File: config.mk
export PLATFORM = sky130hd
export DESIGN_NAME = mem_wb_stage
export DESIGN_NICKNAME = d
export VERILOG_FILES = /design/src/rtl/mem_wb_stage.sv
export SDC_FILE = /design/constraint.sdc
export NUM_CORES = 1
export LEC_CHECK = 0
export CAP_MARGIN = 20
export CORE_MARGIN = 5
export CORE_UTILIZATION = 46
export CTS_CLUSTER_SIZE = 12
export DETAILED_ROUTE_END_ITERATION = 16
export GPL_ROUTABILITY_DRIVEN = 0
export GPL_TIMING_DRIVEN = 0
export PLACE_DENSITY = 0.88
export SLEW_MARGIN = 20
export SYNTH_ARGS = -nofsm -noshare
export SYNTH_HDL_FRONTEND = slang
export SYNTH_SLANG_ARGS = --single-unit
File: constraint.sdc
create_clock -name clk -period 5.85 [get_ports clk]
set_input_delay 0.585 -clock clk [delete_from_list [all_inputs] [get_ports clk]]
set_output_delay 0.585 -clock clk [all_outputs]
set_load 0.03 [all_outputs]
File: src/rtl/mem_wb_stage.sv
// Memory-to-writeback pipeline register: extracts and extends load data,
// qualifies the register write, flags bad loads and counts retired instructions.
module mem_wb_stage #(
    parameter int WIDTH = 32
) (
    input  logic             clk,
    input  logic             rst_n,
    input  logic             stall_w,
    input  logic             flush_w,
    input  logic             valid_m,
    input  logic [WIDTH-1:0] alu_result_m,
    input  logic [WIDTH-1:0] read_data_m,
    input  logic [WIDTH-1:0] pc_plus4_m,
    input  logic [4:0]       rd_m,
    input  logic             reg_write_m,
    input  logic [1:0]       result_src_m,
    input  logic [2:0]       funct3_m,
    output logic             valid_w,
    output logic [WIDTH-1:0] alu_result_w,
    output logic [WIDTH-1:0] read_data_w,
    output logic [WIDTH-1:0] pc_plus4_w,
    output logic [4:0]       rd_w,
    output logic             reg_write_w,
    output logic [1:0]       result_src_w,
    output logic             load_err_w,
    output logic [31:0]      instret_w
);

    localparam logic [1:0] SRC_ALU  = 2'b00;
    localparam logic [1:0] SRC_LOAD = 2'b01;
    localparam logic [1:0] SRC_ILL  = 2'b11;

    // Reserved funct3 codes and misaligned halfword/word accesses are faults.
    function automatic logic load_fault(input logic [2:0] f3, input logic [1:0] off);
        logic r;
        case (f3)
            3'b000, 3'b100: r = 1'b0;
            3'b001, 3'b101: r = off[0];
            3'b010:         r = (off != 2'b00);
            default:        r = 1'b1;
        endcase
        return r;
    endfunction

    function automatic logic [WIDTH-1:0] extract_load(input logic [2:0] f3,
                                                      input logic [1:0] off,
                                                      input logic [WIDTH-1:0] word);
        logic [7:0]       b;
        logic [15:0]      h;
        logic [WIDTH-1:0] r;
        case (off)
            2'b00:   b = word[7:0];
            2'b01:   b = word[15:8];
            2'b10:   b = word[23:16];
            2'b11:   b = word[31:24];
            default: b = word[7:0];
        endcase
        if (off[1]) begin
            h = word[31:16];
        end else begin
            h = word[15:0];
        end
        case (f3)
            3'b000:  r = {{24{b[7]}}, b};
            3'b100:  r = {24'd0, b};
            3'b001:  r = {{16{h[15]}}, h};
            3'b101:  r = {16'd0, h};
            3'b010:  r = word;
            default: r = {WIDTH{1'b0}};
        endcase
        return r;
    endfunction

    logic             is_load_s;
    logic             load_err_s;
    logic [WIDTH-1:0] load_data_s;
    logic [1:0]       src_s;
    logic             wen_s;
    logic [31:0]      instret_inc_s;

    assign instret_inc_s = instret_w + 32'd1;

    // Decode the M-stage instruction into the values the W registers capture.
    always_comb begin
        is_load_s   = (result_src_m == SRC_LOAD);
        load_err_s  = 1'b0;
        load_data_s = {WIDTH{1'b0}};
        if (is_load_s) begin
            load_err_s = load_fault(funct3_m, alu_result_m[1:0]);
        end else begin
            load_err_s = 1'b0;
        end
        if (is_load_s && !load_err_s) begin
            load_data_s = extract_load(funct3_m, alu_result_m[1:0], read_data_m);
        end else begin
            load_data_s = {WIDTH{1'b0}};
        end
        // Illegal select is steered to the ALU leg so the mux never sees 11.
        if (result_src_m == SRC_ILL) begin
            src_s = SRC_ALU;
        end else begin
            src_s = result_src_m;
        end
        wen_s = reg_write_m & ~load_err_s & (result_src_m != SRC_ILL) & (rd_m != 5'd0);
    end

    // W-stage registers: reset > flush > stall > capture.
    always_ff @(posedge clk) begin
        if (!rst_n) begin
            valid_w      <= 1'b0;
            alu_result_w <= {WIDTH{1'b0}};
            read_data_w  <= {WIDTH{1'b0}};
            pc_plus4_w   <= {WIDTH{1'b0}};
            rd_w         <= 5'd0;
            reg_write_w  <= 1'b0;
            result_src_w <= 2'b00;
            load_err_w   <= 1'b0;
            instret_w    <= 32'd0;
        end else if (flush_w || (!stall_w && !valid_m)) begin
            valid_w      <= 1'b0;
            alu_result_w <= {WIDTH{1'b0}};
            read_data_w  <= {WIDTH{1'b0}};
            pc_plus4_w   <= {WIDTH{1'b0}};
            rd_w         <= 5'd0;
            reg_write_w  <= 1'b0;
            result_src_w <= 2'b00;
            load_err_w   <= 1'b0;
            instret_w    <= instret_w;
        end else if (stall_w) begin
            valid_w      <= valid_w;
            alu_result_w <= alu_result_w;
            read_data_w  <= read_data_w;
            pc_plus4_w   <= pc_plus4_w;
            rd_w         <= rd_w;
            reg_write_w  <= reg_write_w;
            result_src_w <= result_src_w;
            load_err_w   <= load_err_w;
            instret_w    <= instret_w;
        end else begin
            valid_w      <= 1'b1;
            alu_result_w <= alu_result_m;
            read_data_w  <= load_data_s;
            pc_plus4_w   <= pc_plus4_m;
            rd_w         <= rd_m;
            reg_write_w  <= wen_s;
            result_src_w <= src_s;
            load_err_w   <= load_err_s;
            if (load_err_s) begin
                instret_w <= instret_w;
            end else begin
                instret_w <= instret_inc_s;
            end
        end
    end

endmodule

After elaboration in Yosys (flattened, before gate mapping)
Cells that the tools add are included.

Register bits: 138. Input port bits: 112. Output and inout bits: 138.

$add $sub $neg: 1. Eq/ne operators: 10. Muxes and demuxes: 7. Bitwise gates (word level): 7. Reductions and logical operators: 14.

Operator list (count): $pmux 32 s5 (1); $add 32x1->32 const B (1); $mux 32 (1); $pmux 8 s4 (1); $mux 16 (1); $eq 2x2->1 const B (3); $eq 3x3->1 const B (2); $reduce_or 2->1 (3); $reduce_bool 5->1 (1); $eq 2x1->1 const B (2); $not 1->1 (4); $and 1x1->1 (3); $eq 3x1->1 const B (1); $eq 3x2->1 const B (1); $logic_not 1->1 (3); $logic_not 3->1 (1); $pmux 1 s3 (1); $reduce_and 3->1 (1); $logic_and 1x1->1 (2); $logic_not 2->1 (1); $mux 2 (1); $ne 2x2->1 const B (1); $reduce_bool 2->1 (1); $logic_or 1x1->1 (1); $mux 1 (1).

Longest topological paths before layout
Gate-level depths: netlist (run 1).

Word-level depth: 8. Mapped depth: 7. Depth with buffers taken out: 5.

Worst setup path after synthesis (run 1)
OpenSTA, ideal clock, no wires.

Kind: register -> register. From: reg instret_w[0]. To: reg instret_w[22]. Setup time: 0.071 ns. Arrival time: 2.027 ns. Setup slack: 3.752 ns. Cell stages (with the launch flop): 7. Buffers on the path: 1. Cell sequence: dfxtp_1 > ha_1 > nand4b_1 > or4_1 > clkbuf_2 > or4_1 > a21oi_1.

Word-level cells in the longest chain between the ends: 1.

RTL lines: from (decl) (RTL line 26) `output logic [31:0] instret_w`; from (signal assigned) (RTL line 128) `instret_w <= instret_w;`; from (signal assigned) (RTL line 138) `instret_w <= instret_w;`; from (signal assigned) (RTL line 149) `instret_w <= instret_w;`; $add 32x1->32 (RTL line 81) `assign instret_inc_s = instret_w + 32'd1;`.

Every way passes these cells. A chain may end at the register's enable or synchronous reset.

Final worst setup path (run 1)
From: in alu_result_m[0]. To: reg instret_w[27].

Word-level cells in the longest chain between the ends: 5.

RTL lines: from (decl) (RTL line 11) `input logic [WIDTH-1:0] alu_result_m,`; $reduce_bool 2->1 (RTL line 39) `3'b010: r = (off != 2'b00);`; $pmux 1 s3 (*) (RTL line 36) `case (f3)`; $mux 1 (*) (RTL line 88) `if (is_load_s) begin`; $not 1->1 (no source line) (*); $reduce_and 3->1 (no source line) (*).

Every way passes the cells marked *; elsewhere a longest branch is shown, timed or not.

==> metrics.txt, run 1 <==
Remaining Overflow, GRT 0; pre-CTS WS between 2 and 3 ns; crit path from alu_result_m[0]; routing usage on met2 between 40% and 50%; Post-synth EDFFs 0; Final Power 2.38 mW; post-synth top area share 46.1%; Clock Sinks roughly 140; maximum VDD drop 262 uV; post-synthesis sequential area ratio 46.1%; drt initial violations between 500 and 600; fin worst setup slack 3.31 ns; Clock Latency Late Sink 0.42 ns; reg2reg start instret_w[4]; global route hottest layer met2; post-DP HPWL 15.0 mm; crit path max fanout 10; final setup fails 0; unrepaired setup endpoints after global routing false; leakage 3.52 nW; crit path DAT 2.83 ns; PD cells 255 nW/um^2; Mapped Area between 5000 and 6000 sq um; Total GRT Usage 26.2%; Die H between 100 and 150 um; Primary FF master, synth dfxtp_1; final core utilization 73.5%; remaining routing DRC violations 0; PortBufs 248; area grow syn2layout 55.4%; GR Layer Usage met3 11.5%; floorplan row count 41; layout cells sized above 1 6.66%; Synth top cells by count dfxtp_1, nor2_1, mux2i_1; initial antenna violation count 0; Crit. End Element register; Die X 124 um; outcome complete, no violations; fin. max-slew vios 0; Vias 5894; Worst Hold Class reg2reg; wire length per cell about 18 um; WS Path Type in2reg; Mapped Nets 749; CP startpoint kind primary input; CTS max path bufs 2; setup TNS 0 ns; Starting Density 47.3%; remaining antenna violation count 0; register bit count reported by yosys 138; area leader, netlist dfxtp_1; router iterations before antenna repair 5; Root Driver clkbuf_16; unique cell type count in the Yosys netlist 58; final wirelength between 20 and 25 mm; top cells by area, synth dfxtp_1, mux2i_1, nor2_1; IO Count 250; most common cell in the netlist dfxtp_1; # hold bufs at CTS 0; met1 Usage GRT 29.5%; Ys Warns 0; Cells after Synth 636; design area roughly 9300 sq um; data required time of the critical path 6.14 ns; worst-margin pin slew roughly 0.85 ns; Final Net Count between 1000 and 1500; n_diodes 0; Synth async-reset ratio 0%; Mean Syn Cell Area roughly 9.4 sq um; fin crit period 2.54 ns; CTS resizes 0; cts bufs inserted 17; largest net degree at the start of global routing 17; Final Hold Viols 0; max-cap violations 0; postcts setup bufs 0; Placed Area 8690 sq um; DIE AREA 15400 sq um; fmax 394 MHz; final worst path period share a little over two fifths; Hold Path Origin read_data_w[7]; vias per inst 5.42; clock skew 0.00482 ns; Worst-path clk slew 0.06 ns; number of global-route vias before repair 6058; first-pass GRT wire length 31.0 mm; Max transition margin 43.1%; H-tree depth 4; CTS tree yes; Core Region approximately 13000 sq um
==> routing by layer <==
layer	vias to the layer above	wire length, um
met5	-	0
met4	0	532
met3	39	1920
met2	241	9850
met1	2753	7830
li1	2861	-
==> placed cells by master, fill, tap and decap left out, types with 3 or more instances in the layout <==
cell / n
buf_1: 11
bufinv_16: 4
nand4b_1: 3
clkbuf_16: 17
dfxtp_1: 138
or4_1: 14
and4_1: 5
nand4_1: 8
a21oi_1: 22
nand2_1: 46
a211o_1: 9
nor2b_1: 6
mux2_2: 9
nand3_1: 12
nand2b_1: 13
o21ai_0: 28
nor2_1: 87
a22oi_1: 10
clkdlybuf4s50_1: 248
a22o_1: 16
or4b_1: 3
inv_1: 5
mux2i_1: 82
a2bb2o_1: 6
and2_1: 3
buf_2: 8
nor4_1: 9
clkbuf_1: 28
o22ai_1: 7
o41ai_1: 4
o31ai_1: 12
==> sequential cells by signal, indices dropped and copies added (netlist names) <==
| name | cells |
|---|---|
| alu_result_w | 32 |
| instret_w | 32 |
| pc_plus4_w | 32 |
| read_data_w | 32 |
| rd_w | 5 |
| result_src_w | 2 |
| load_err_w | 1 |
| reg_write_w | 1 |
| valid_w | 1 |
==> area by class of cell <==
type | count | area (sq um)
Tap cell | 172 | 215
Fill cell | 950 | 3360
Timing Repair Buffer | 248 | 2480
Sequential cell | 138 | 2760
Clock buffer | 22 | 454
Clock inverter | 10 | 166
Multi-Input combinational cell | 446 | 3000
Buffer | 47 | 205
Inverter | 5 | 18.8
==> final timing paths <==
check / to / slack (ns) / cells past startpoint
setup / recovery: instret_w[27] / 3.31 / 6
hold / removal: read_data_w[7] / 0.46 / 1
setup reg to reg: instret_w[22] / 3.78 / 5
hold reg to reg: read_data_w[7] / 0.46 / 1
==> per-stage QoR <==
step	hold slack, ns	instances
finish	0.460	1088
global route	0.480	1088
CTS	0.463	1088
detailed placement	0.448	1056
global placement	0.439	1056
floorplan	0.575	636
==> critical path: stages <==
cell and delay [ns]:
clkdlybuf4s50_1 0.71, a21oi_2 0.16, nor3_1 0.63, clkbuf_1 0.44, nor4_1 0.16, mux2i_1 0.14
==> power breakdown <==
part | internal, mW | switching [mW] | leakage (nW)
Sequential | 0.955 | 0.00833 | 1.12
Clock | 0.726 | 0.412 | 0.295
Combinational | 0.140 | 0.136 | 2.11
==> logic make-up (layout without fill, tap and decap cells) <==
logic type                 count (synthesis)  count (layout)  synth area share, %
AOI/OAI and AO/OA                        123             123                 14.2
xor gates and xnor gates                   1               1                0.146
adders and majority gates                  1               1                0.209
buffers and inverters                     52             332                 3.74
DFF                                      138             138                 46.1
muxes                                     92              92                 15.8
and+or+nand+nor                          229             229                 19.8
No activity file was read; power rests on OpenSTA's default activity.
==> run 2: changes to the inputs <==
Settings changed: CORE_UTILIZATION 46 to 43, PLACE_DENSITY 0.88 to 0.84.
Clock period 5.85 ns to 2.7 ns, I/O delays scaled along.
==> metrics.txt, run 2 (synthesis gave the netlist of run 1 again) <==
commonest cells after routing, fill and taps aside clkdlybuf4s50_1, dfxtp_1, nor2_1; outcome complete, no violations; CP startpoint kind primary input; Die H 128 um; floorplan row count 43; crit path cell chain clkdlybuf4s50_1, or2b_2, o31ai_1, clkbuf_1, buf_2, o21ai_0, a21oi_1; vias per inst ~5.4; largest net degree at the start of global routing 17; first-pass GRT wire length about 30 mm; leakage 3.51 nW; sequential share of power 41.1%; Final Hold Viols 0; Remaining Overflow, GRT 0; WP buf/inv 3; Fin Hold WS ~0.45 ns; fin. max-slew vios 0; fin worst setup slack a little under 0.5 ns; initial antenna violation count 0; Clock Sinks 138; CP max stage cell clkdlybuf4s50_1; Starting Density a little over two fifths; # hold bufs at CTS 0; design area 9300 sq um; PortBufs 248; layout cells sized above 1 approximately 6.8%; data required time of the critical path 3.05 ns; Root Driver clkbuf_16; Psw 1.21 mW; CTS tree yes; Worst Hold Depth 2; IO Count 250; cts bufs inserted 17; Internal 3.87 mW; Total GRT Usage about a quarter; remaining routing DRC violations 0; H-tree depth 4; clock skew about 0.0055 ns; CP peak stage delay 0.55 ns; Worst-path clk slew about 0.060 ns; Core Region 13800 sq um; fin crit period between 2 and 2.5 ns; Max transition margin around 46%; Register-to-Register Path Depth 6; remaining antenna violation count 0; post-DP HPWL around 15 mm; worst-margin pin slew 0.811 ns; DIE AREA between 15000 and 20000 sq um; total stage count of the critical path 7; number of global-route vias before repair 5875; sw frac between 20% and 30%; unrepaired setup endpoints after global routing false; final worst path period share between 80 and 90%; delay-heaviest family, CP buffers and inverters; PD cells 546 nW/um^2; crit path DAT 2.56 ns; setup TNS 0 ns; fmax 451 MHz; wire length per cell 18.0 um; Placed Area 8700 sq um; router iterations before antenna repair 5; postcts setup bufs 0; FILL cells around 1100; CTS max path bufs 2; max-cap violations 0; Vias 5895; Worst Hold Class reg2reg; Final Net Count 1016; WS Path Type in2reg; drt initial violations 309; Clk pwr share 47.1%; Die X 128 um; n_diodes 0; maximum VDD drop 415 uV; final wirelength roughly 20 mm; final setup fails 0; crit path max fanout 10; CTS resizes 0; Crit. End Element register; pre-CTS WS just over 0.05 ns; combinational share of power 11.8%; commonest non-fill, non-tap cell in the layout clkdlybuf4s50_1; Clock Latency Late Sink 0.42 ns; area grow syn2layout 55.2%
[run 2: final cells by class]
type | count | area (sq um) | area share (%)
clock buffers | 20 | 457 | 4.91
plain buffers | 47 | 205 | 2.21
well taps | 180 | 225 | 2.42
clock inverters | 10 | 143 | 1.53
flip-flops and latches | 138 | 2760 | 29.7
repair buffers | 248 | 2480 | 26.7
inverters | 5 | 18.8 | 0.202
multi-input cells | 446 | 3000 | 32.3
[run 2: tightest hold or removal path, delay by kind of cell (launching register included)]
| kind | cells | cell delay [ns] |
|---|---|---|
| AOI/OAI and AO/OA | 1 | 0.05 |
| DFF | 1 | 0.31 |
| buffers and inverters | 1 | 0.05 |
[run 2: through the flow]
| stage | total power, mW | util, % | std cells |
|---|---|---|---|
| floorplan | 2.42 | - | 636 |
| global placement | 2.72 | 63.2 | 1064 |
| detailed placement | 2.72 | 63.2 | 1064 |
| CTS | 5.11 | 67.5 | 1094 |
| global route | 5.25 | 67.5 | 1094 |
| finish | 5.07 | 67.5 | 1094 |
[run 2: routing by layer]
layer,vias up,routed length [um],global-route usage (%)
li1,2844,-,-
met1,2756,7760,26.1
met2,256,9440,39.4
met3,39,2000,11.1
met4,0,446,7.55
met5,-,0,0
[run 2: path summary, 6_finish.rpt]
check                  start             to  slack, ns
max          result_src_m[0]  instret_w[10]       0.48
min                  valid_w        valid_w       0.45
max reg2reg     instret_w[0]  instret_w[24]       0.61
min reg2reg          valid_w        valid_w       0.45
[run 2: power groups by stage]
stage	sequential (mW)	combinational [mW]	clock, mW
CTS	2.09	0.600	2.42
detailed placement	2.13	0.594	0
floorplan	2.19	0.224	0
global placement	2.13	0.589	0
global route	2.09	0.640	2.52
finish	2.09	0.598	2.39
==> run 3: changes to the inputs <==
Clock period 2.7 ns to 2.1 ns, I/O delays scaled along.
==> metrics.txt, run 3 (synthesis gave the netlist of run 1 again) <==
first-pass GRT wire length approximately 30 mm; postcts setup bufs 0; setup TNS 0 ns; design area ~9400 sq um; post-DP HPWL 14.8 mm; wire length per cell 18.1 um; fin. max-slew vios 0; worst-margin pin slew 0.753 ns; final setup fails 0; FF-to-FF setup slack roughly 0.083 ns; maximum VDD drop 536 uV; IO Count 250; Final Hold Viols 0; PortBufs 248; router iterations before antenna repair 5; final wirelength 19.8 mm; CP startpoint kind register; cts bufs inserted 17; data required time of the critical path around 2.5 ns; Worst Hold Depth 3; PD cells 697 nW/um^2; commonest non-fill, non-tap cell in the layout clkdlybuf4s50_1; Max transition margin 49.8%; floorplan row count 43; clock skew approximately 0.0066 ns; final worst path period share 96.0%; number of global-route vias before repair between 5000 and 6000; largest net degree at the start of global routing 17; reg2reg start instret_w[1]; drt initial violations 349; unrepaired setup endpoints after global routing true; remaining routing DRC violations 0; DIE AREA 16400 sq um; sw frac roughly a quarter; H-tree depth 4; layout cells sized above 1 8.97%; outcome complete, no violations; final core utilization 68.1%; initial antenna violation count 0; Remaining Overflow, GRT 0; WS Path Type reg2reg; fin crit period 2.02 ns; Hold Path Origin alu_result_m[18]; Register-to-Register Path Depth 6; crit path max fanout 6; Vias 5949; Total GRT Usage 23.4%; # hold bufs at CTS 0; remaining antenna violation count 0; Clock Sinks 138; vias per inst roughly 5.4; Final Net Count 1016; Worst Hold Class in2reg; Placed Area 8700 sq um; CTS resizes 4; Hold Path End alu_result_w[18]; Fin Hold WS 0.392 ns; Crit. End Element register; n_diodes 0; sequential share of power 41.0%; Clock Latency Late Sink 0.42 ns; max-cap violations 0; CTS max path bufs 2; worst reg2reg endpoint instret_w[24]; crit path DAT 2.36 ns; combinational share of power roughly an eighth; Die X 128 um; Die H 128 um; fmax 496 MHz; area grow syn2layout 56.5%; commonest cells after routing, fill and taps aside clkdlybuf4s50_1, dfxtp_1, nor2_1; Starting Density 43.5%; Worst-path clk slew 0.06 ns; Core Region around 14000 sq um; Clk pwr share a little under half; Psw 1.56 mW; Root Driver clkbuf_16; Internal 4.97 mW; CTS tree yes; leakage 3.53 nW
[run 3: changes by cell type in the layout (fill, tap and decap cells not counted), sizes merged]
cell / previous run / this run
buf: 21 / 20
clkbuf: 45 / 46
clkdlybuf4s50: 248 / 247
dlygate4sd2: 0 / 1
[run 3: worst max-delay path, cell delays in order, from the launching register on]
cell      delay [ns]
dfxtp_1         0.44
ha_4            0.20
nand4b_1        0.09
or4_1           0.43
clkbuf_2        0.17
or4_1           0.47
a21oi_1         0.16
[run 3: how the worst max path moves through the flow]
stage | cells after the start | startpoint | endpoint
floorplan | 6 | instret_w[0] | instret_w[22]
global placement | 7 | alu_result_m[0] | instret_w[1]
detailed placement | 7 | alu_result_m[0] | instret_w[1]
CTS | 6 | rst_n | read_data_w[24]
global route | 7 | stall_w | instret_w[3]
finish | 6 | instret_w[1] | instret_w[24]
[run 3: final cells by class]
class	instances	area, sq um
tap	180	225
inverter	5	18.8
sequential	138	2770
buffer	47	211
clock buffer	20	457
fill	1104	4400
clock inverter	10	143
timing repair buffer	248	2480
multi-input combinational	446	3070
[run 3: layer usage]
metal | routed length (um) | track usage (%) | vias to the layer above | share of wire [%]
li1 | - | - | 2835 | -
met1 | 7800 | 26.1 | 2818 | 39
met2 | 9580 | 39.4 | 258 | 48
met3 | 1970 | 11.1 | 38 | 10
met4 | 461 | 7.55 | 0 | 2.3
met5 | 0 | 0 | - | 0
[run 3: power by group through the flow]
stage / combinational (mW) / clock (mW) / sequential [mW]
finish: 0.775 / 3.08 / 2.68
global route: 0.829 / 3.24 / 2.69
CTS: 0.770 / 3.12 / 2.68
detailed placement: 0.763 / 0 / 2.74
global placement: 0.757 / 0 / 2.74
floorplan: 0.288 / 0 / 2.82
[run 3: through the flow]
stage | power [mW] | cells | setup WS, ns
final | 6.54 | 1094 | 0.0830
after global routing | 6.75 | 1094 | -0.0303
after CTS | 6.57 | 1094 | -0.0335
after detailed placement | 3.50 | 1064 | -0.489
after global placement | 3.49 | 1064 | -0.482
after floorplan | 3.11 | 636 | 0.00179
